## config.mk

```make
export PLATFORM = sky130hd
export DESIGN_NAME = digit_serial_adder
export DESIGN_NICKNAME = d
export VERILOG_FILES = /design/src/rtl/digit_serial_adder.sv
export SDC_FILE = /design/constraint.sdc
export NUM_CORES = 1
export LEC_CHECK = 0
export CAP_MARGIN = 20
export CORE_ASPECT_RATIO = 1.1
export CORE_UTILIZATION = 35
export CTS_CLUSTER_DIAMETER = 80
export DETAILED_ROUTE_END_ITERATION = 7
export GPL_TIMING_DRIVEN = 0
export PLACE_DENSITY_LB_ADDON = 0.15
export SYNTH_ARGS = -nofsm -noshare
export SYNTH_HDL_FRONTEND = slang
export SYNTH_SLANG_ARGS = --single-unit
```

## constraint.sdc

```tcl
create_clock -name clk -period 6.3 [get_ports clk]
set_input_delay 1.26 -clock clk [delete_from_list [all_inputs] [get_ports clk]]
set_output_delay 1.26 -clock clk [all_outputs]
set_load 0.05 [all_outputs]
```

## src/rtl/digit_serial_adder.sv

```systemverilog
`default_nettype none
// +----------------------------------------------------------------------------+
// | digit_serial_adder: adds two WIDTH-bit operands one 3-bit digit per cycle.  |
// | Optional DIGIT_SERIAL_OVF_EN adds a signed-overflow flag output (ovf).      |
// | Revision: 1.0                                                              |
// +----------------------------------------------------------------------------+
module digit_serial_adder #(
  parameter int WIDTH = 12
) (
  input  logic             clk,
  input  logic             rst,
  input  logic             in_valid,
  output logic             in_ready,
  input  logic [WIDTH-1:0] a,
  input  logic [WIDTH-1:0] b,
  input  logic             cin,
  output logic             out_valid,
  input  logic             out_ready,
  output logic [WIDTH-1:0] sum,
  output logic             cout,
  output logic             busy
`ifdef DIGIT_SERIAL_OVF_EN
  ,
  output logic             ovf
`endif
);

  localparam int N  = WIDTH / 3;
  localparam int CW = (N > 1) ? $clog2(N) : 1;

  typedef enum logic [1:0] {
    IDLE = 2'd0,
    RUN  = 2'd1,
    DONE = 2'd2
  } state_t;

  state_t          state;
  state_t          state_next;
  logic [WIDTH-1:0] a_q;
  logic [WIDTH-1:0] b_q;
  logic            carry;
  logic [CW-1:0]   count;
  logic [2:0]      dig_a;
  logic [2:0]      dig_b;
  logic [3:0]      dig_sum;
  logic            accept;
  logic            last;

  always_comb begin
    dig_a = a_q[3*int'(count) +: 3];
    dig_b = b_q[3*int'(count) +: 3];
  end

  assign dig_sum = {1'b0, dig_a} + {1'b0, dig_b} + {3'b000, carry};
  assign accept  = (state == IDLE) && in_valid;
  assign last    = (count == CW'(N - 1));

  always_ff @(posedge clk) begin
    if (rst) state <= IDLE;
    else     state <= state_next;
  end

  always_comb begin
    state_next = state;
    in_ready   = 1'b0;
    out_valid  = 1'b0;
    busy       = 1'b0;
    case (state)
      IDLE: begin
        in_ready = 1'b1;
        if (in_valid) state_next = RUN;
      end
      RUN: begin
        busy = 1'b1;
        if (last) state_next = DONE;
      end
      DONE: begin
        busy      = 1'b1;
        out_valid = 1'b1;
        if (out_ready) state_next = IDLE;
      end
      default: state_next = IDLE;
    endcase
  end

  always_ff @(posedge clk) begin
    if (rst) begin
      a_q   <= '0;
      b_q   <= '0;
      carry <= 1'b0;
      count <= '0;
      sum   <= '0;
      cout  <= 1'b0;
    end else if (accept) begin
      a_q   <= a;
      b_q   <= b;
      carry <= cin;
      count <= '0;
      sum   <= '0;
      cout  <= 1'b0;
    end else if (state == RUN) begin
      sum[3*int'(count) +: 3] <= dig_sum[2:0];
      carry <= dig_sum[3];
      count <= count + CW'(1);
      if (last) cout <= dig_sum[3];
    end
  end

`ifdef DIGIT_SERIAL_OVF_EN
  // Carry into the MSB is recovered as sum ^ a ^ b at that bit position.
  always_ff @(posedge clk) begin
    if (rst || accept) ovf <= 1'b0;
    else if (state == RUN && last)
      ovf <= dig_sum[2] ^ dig_a[2] ^ dig_b[2] ^ dig_sum[3];
  end
`endif

endmodule
`default_nettype wire

```

**After elaboration in Yosys (flattened, before gate mapping)**

Index checks and enable logic that the tools add are counted.

- Word-level logic and storage cells: 39
- Output and inout port bits: 16
- Register bits after elaboration: 42
- Bits of input ports: 29

- Reductions and logical operators: 7
- $add $sub $neg: 4
- Multipliers: 1
- Muxes and demuxes: 10
- Equality and inequality tests: 6
- Shift-type cells: 4

Operators by type and width:

| kind | number |
|---|---|
| 12-bit by 32-bit indexed part select with 3-bit output | 2 |
| 4-bit negator with 33-bit output | 1 |
| 3-bit by 33-bit variable shift with 12-bit output (first input constant) | 1 |
| 3-bit by 33-bit indexed part select with 12-bit output | 1 |
| 12-bit bitwise mux | 1 |
| 2-bit two-way mux | 3 |
| 2-bit inequality test (second input constant) | 3 |
| 2-bit one-hot mux with 3 select lines | 1 |
| 1-bit two-way mux | 5 |
| 3-bit by 3-bit adder with 4-bit output | 1 |
| 4-bit by 1-bit adder with 4-bit output | 1 |
| 2-bit equality test (second input constant) | 2 |
| 2-bit by 2-bit multiplier with 4-bit output (first input constant) | 1 |
| 2-bit OR reduction | 2 |
| 3-bit AND reduction | 1 |
| 2-bit by 1-bit adder with 2-bit output (second input constant) | 1 |
| 2-bit by 1-bit equality test with 1-bit output (second input constant) | 1 |
| 2-bit logical NOT | 1 |
| 2-bit AND reduction | 1 |
| 2-bit nonzero test | 1 |
| 1-bit logical AND | 1 |

**Longest topological paths before layout**

Gate-level depths: netlist of the first run.

- Depth after elaboration: 6
- Gate-level depth with buffers: 8
- Mapped depth without buffers: 7

**Worst setup path before layout of the first run**

OpenSTA, ideal clock, no wires.

- Path kind: flip-flop to flip-flop
- Start point: register count[0]
- End point: register sum[1]
- Cell stages (with the launch flop): 8
- Data required time: 6.230 ns
- Arrival time: 2.532 ns
- Buffers on the path: 1
- Setup time: 0.070 ns
- Clock period less this slack: 2.602 ns
- Slack: 3.698 ns
- Cell sequence: dfxtp_1 > buf_4 > mux4_2 > fa_1 > inv_1 > fa_1 > or3b_1 > a21oi_1

- Word-level cells in the longest chain between the ends: 6
- Elaborated cells between the ends (all ways): 9
- Those cells by class: add/sub: 3; mul: 1; shift: 4; mux: 1

Ends and longest elaborated chain:

| element | line | source |
|---|---|---|
| from (decl) | 42 | `logic [CW-1:0] count;` |
| from (signal assigned) | 104 | `count <= count + CW'(1);` |
| 2-bit by 2-bit multiplier with 4-bit output (*) | 50, 51, 102 |  |
| 12-bit by 32-bit indexed part select with 3-bit output, on equally long branches | 50, 51 |  |
| 3-bit by 3-bit adder with 4-bit output | 54 | `assign dig_sum = {1'b0, dig_a} + {1'b0, dig_b} + {3'b000, carry};` |
| 4-bit by 1-bit adder with 4-bit output | 54 |  |
| 3-bit by 33-bit indexed part select with 12-bit output | 102 | `sum[3*int'(count) +: 3] <= dig_sum[2:0];` |
| 12-bit bitwise mux (*) | 102 |  |
| to (signal, indexed assignment) | 102 |  |
| to (decl) | 19 | `output logic [WIDTH-1:0] sum,` |

Every way passes the cells marked *; elsewhere a longest branch is shown, timed or not.
A chain may end at the register's enable or synchronous reset.

**Worst setup path in the final report of the first run**

- Start point: register state[0]
- End point: output in_ready

- Word-level cells in the longest chain between the ends: 2

Ends and longest elaborated chain:

| element | line | source |
|---|---|---|
| from (decl) | 37 | `state_t state;` |
| from (signal assigned) | 60 | `else state <= state_next;` |
| 2-bit logical NOT | 68 | `case (state)` |
| 1-bit two-way mux | 68 |  |
| to (decl) | 13 | `output logic in_ready,` |

No other way between the ends.

==> results of run 1 <==
[registers in the layout, summed over array words and instances (netlist names)]
register and flops:
a_q 12, b_q 12, carry 1, count 2, cout 1, state 2, sum 12
[power breakdown]
| part | total [mW] | switching, mW | internal (mW) |
|---|---|---|---|
| logic | 0.341 | 0.198 | 0.144 |
| registers | 0.322 | 0.0205 | 0.302 |
| clock network | 0.208 | 0.0918 | 0.117 |
| total | 0.872 | 0.310 | 0.562 |
[critical path, delay by kind of cell (launching register included)]
family | cells | cell delay (ns)
adder cells (fa/ha/maj) | 1 | 0.27
flip-flops | 1 | 0.33
buffers and inverters | 2 | 0.92
[cell type report]
type                       count  area, um^2
buffer                        14        80.1
clock buffer                   5        68.8
clock inverter                 3        40.0
fill                         551        2810
inverter                      10        37.5
multi-input combinational    157        1020
sequential                    42         841
tap                           75        93.8
timing repair buffer          44         440
[routing by layer]
metal,wire length [um],global-route usage (%),vias up,part of all wire (%)
li1,-,-,858,-
met2,1830,25.4,32,45
met4,59,5.19,0,1.5
met5,0,0,-,0
met1,1980,20.6,702,49
met3,152,4.09,5,3.8
[placed cells by master, fill, tap and decap left out, drive strengths merged]
cell,n
or4b,1
inv,10
a21oi,34
clkdlybuf4s50,44
mux4,6
mux2i,3
nand3b,1
nand4b,3
a311oi,1
buf,8
o21ai,3
fa,2
nand3,7
and4bb,1
nand4,2
nand2,62
bufinv,1
clkbuf,11
o31ai,1
nor2,3
o311ai,1
and2,1
a222oi,1
ha,11
dfxtp,42
a21o,1
nand2b,5
clkinv,2
xnor2,2
a22oi,1
nor3b,2
and3b,1
or3b,1
[logic make-up after synthesis]
group,Yosys count,share of synthesized area (%)
XOR/XNOR,2,0.885
AND/OR/NAND/NOR,90,21.5
multiplexers,9,8.34
flip-flops,42,42.5
AO/OA/AOI/OAI,43,11.9
adder cells (fa/ha/maj),13,8.98
buffers and inverters,24,5.94
[through the flow]
stage                     setup slack (ns)  util [%]  std cells
after floorplan                       3.70         -        223
after global placement                3.46      46.3        342
after detailed placement              3.48      46.3        342
after CTS                             3.21      48.3        350
after global routing                  3.14      48.3        350
final                                 3.23      48.3        350
[worst min path at each step]
stage                         start                    to  slack, ns  cells after the start
3_3_place_gp    sum[0]$_SDFFE_PP0P_   sum[0]$_SDFFE_PP0P_       0.44                      2
3_5_place_dp    sum[0]$_SDFFE_PP0P_   sum[0]$_SDFFE_PP0P_       0.44                      2
4_1_cts         sum[4]$_SDFFE_PP0P_   sum[4]$_SDFFE_PP0P_       0.45                      2
2_1_floorplan   a_q[6]$_SDFFE_PP0P_   a_q[6]$_SDFFE_PP0P_       0.43                      2
5_1_grt        sum[11]$_SDFFE_PP0P_  sum[11]$_SDFFE_PP0P_       0.47                      2
6_report        sum[1]$_SDFFE_PP0P_   sum[1]$_SDFFE_PP0P_       0.45                      2
==> metrics.md, run 1 <==
| Metric | Value |
|---|---|
| Ranking of synthesized cells by area | dfxtp_1 42%, nand2_1 12%, a21oi_1 8.6% |
| Area growth from synthesis to layout | 32.5% |
| CTS sink cnt | 42 |
| Average cell area after synthesis | 8.88 um^2 |
| Hold WS | 0.452 ns |
| Post-synth ARST share | 0% |
| DP HPWL | 3.08 mm |
| Post-synth EDFFs | 0 |
| Root buf cell | clkbuf_8 |
| Clock skew | 0.00494 ns |
| Die Span X | 73.7 um |
| GRT Resource Usage Total | 15.8% |
| Largest stage delay on the critical path | 0.84 ns |
| Critical path endpoint | in_ready |
| Row cnt | 28 |
| Status | completed |
| # hold bufs at CTS | 0 |
| Clk_lat worst skew | 0.29 ns |
| GR Overflow Total | 0 |
| ANT nets after route | 0 |
| CTS resizes | 0 |
| Final WL | 4.02 mm |
| Die area | 5960 um^2 |
| Lkg Pwr | 0.969 nW |
| Chip height | 80.9 um |
| Vias/cell | 4.56 |
| Core box area | 5430 um^2 |
| Syn. warnings | 0 |
| Reg2reg end | sum[1]$_SDFFE_PP0P_ |
| CP required | 5.04 ns |
| Synthesized area | 1980 um^2 |
| Number of diodes | 0 |
| Post-CTS setup buffer count | 0 |
| Vias post-DR | 1,597 |
| Drt pass-1 iters | 4 |
| Clock Tree Buf Depth | 2 |
| Cts bufs inserted | 5 |
| Nets@finish | 316 |
| Cell Chain, Critical Path | inv_1 -> ha_1 -> clkdlybuf4s50_1 |
| HP Class | reg2reg |
| Post-synth top area share | 42.5% |
| Overall Power | 0.872 mW |
| Fmax | 0.326 GHz |
| TNS Setup | 0 ns |
| Starting Density | 36.5% |
| Max_slew headroom | 65.3% |
| Clock Pin Slew Worst Setup and Hold Paths | 0.08 ns |
| Tcrit/Tclk final | 48.7% |
| PwrDens | 332 nW/um^2 |
| DR WL/cell | 11.5 um |
| Dpl cell area | 2510 um^2 |
| GPL Wtd Cong | 0.763 |
| Most used DFF post-synth | dfxtp_1 |
| Final Setup Violations | 0 |
| Post-synth top cells | 62 x nand2_1, 42 x dfxtp_1, 34 x a21oi_1 |
| First-pass GRT wire length | 7.20 mm |
| Fin. max-slew vios | 0 |
| Worst-case reg-to-reg path depth | 7 |
| Tmin final | 3.07 ns |
| Register area share after synthesis | 42.5% |
| Crit. End Element | output pin |
| Post-route cell area | 2620 um^2 |
| Crit path launch type | flop |
| Largest net degree at the start of global routing | 14 |
| Start point of the critical path | state[0]$_SDFFE_PP0P_ |
| Reg-to-reg setup timing slack | 3.49 ns |
| Slowest cell on crit path | clkdlybuf4s50_1 |
| FF+latch count, synth | 42 |
| Layout cells sized above 1 | 9.09% |
| Crit path max fanout | 6 |
| Initial drt markers | 66 |
| VDD IR-drop max | 0.203 mV |
| Fin. Hold Viols | 0 |
| Arrival time at the worst endpoint | 1.81 ns |
| Least-Margin Pin Slew | 0.520 ns |
| CP Class | reg2out |
| Largest area contributor in the netlist | dfxtp_1 |
| Post-synth cell types | 33 |
| Syn nets | 265 |
| Port bufs | 44 |
| RSZ-0062 raised after global routing | false |
| Antenna violations before repair | 0 |
| Syn Inst Count | 223 |
| CTS tree | yes |
| I/O pin cnt | 45 |
| Number of global-route vias before repair | 1,590 |
| Residual DRC | 0 |
| Max capacitance violation total | 0 |
| RR Startpoint | count[0]$_SDFFE_PP0P_ |
| Htree depth | 2 |
| Count leader, synth | nand2_1 |
Note: power is estimated with default switching activity, not from simulation.
==> run 2, diff against run 1 <==
==> constraint.sdc (replaced) <==
create_clock -name clk -period 3 [get_ports clk]
set_input_delay 0.6 -clock clk [delete_from_list [all_inputs] [get_ports clk]]
set_output_delay 0.6 -clock clk [all_outputs]
set_load 0.05 [all_outputs]
==> results of run 2 <==
Same layout as run 1 (identical final DEF). Status: completed.
Among the figures that moved: setup slack after placement 3.48 ns -> 0.182 ns; setup slack after layout 3.23 ns -> 0.191 ns; start point of the critical path state[0]$_SDFFE_PP0P_ -> count[0]$_SDFFE_PP0P_; end point of the critical path in_ready -> sum[1]$_SDFFE_PP0P_; register-to-register setup slack 3.49 ns -> 0.19 ns; total power 0.872 mW -> 1.83 mW; worst IR drop on VDD 0.203 mV -> 0.425 mV
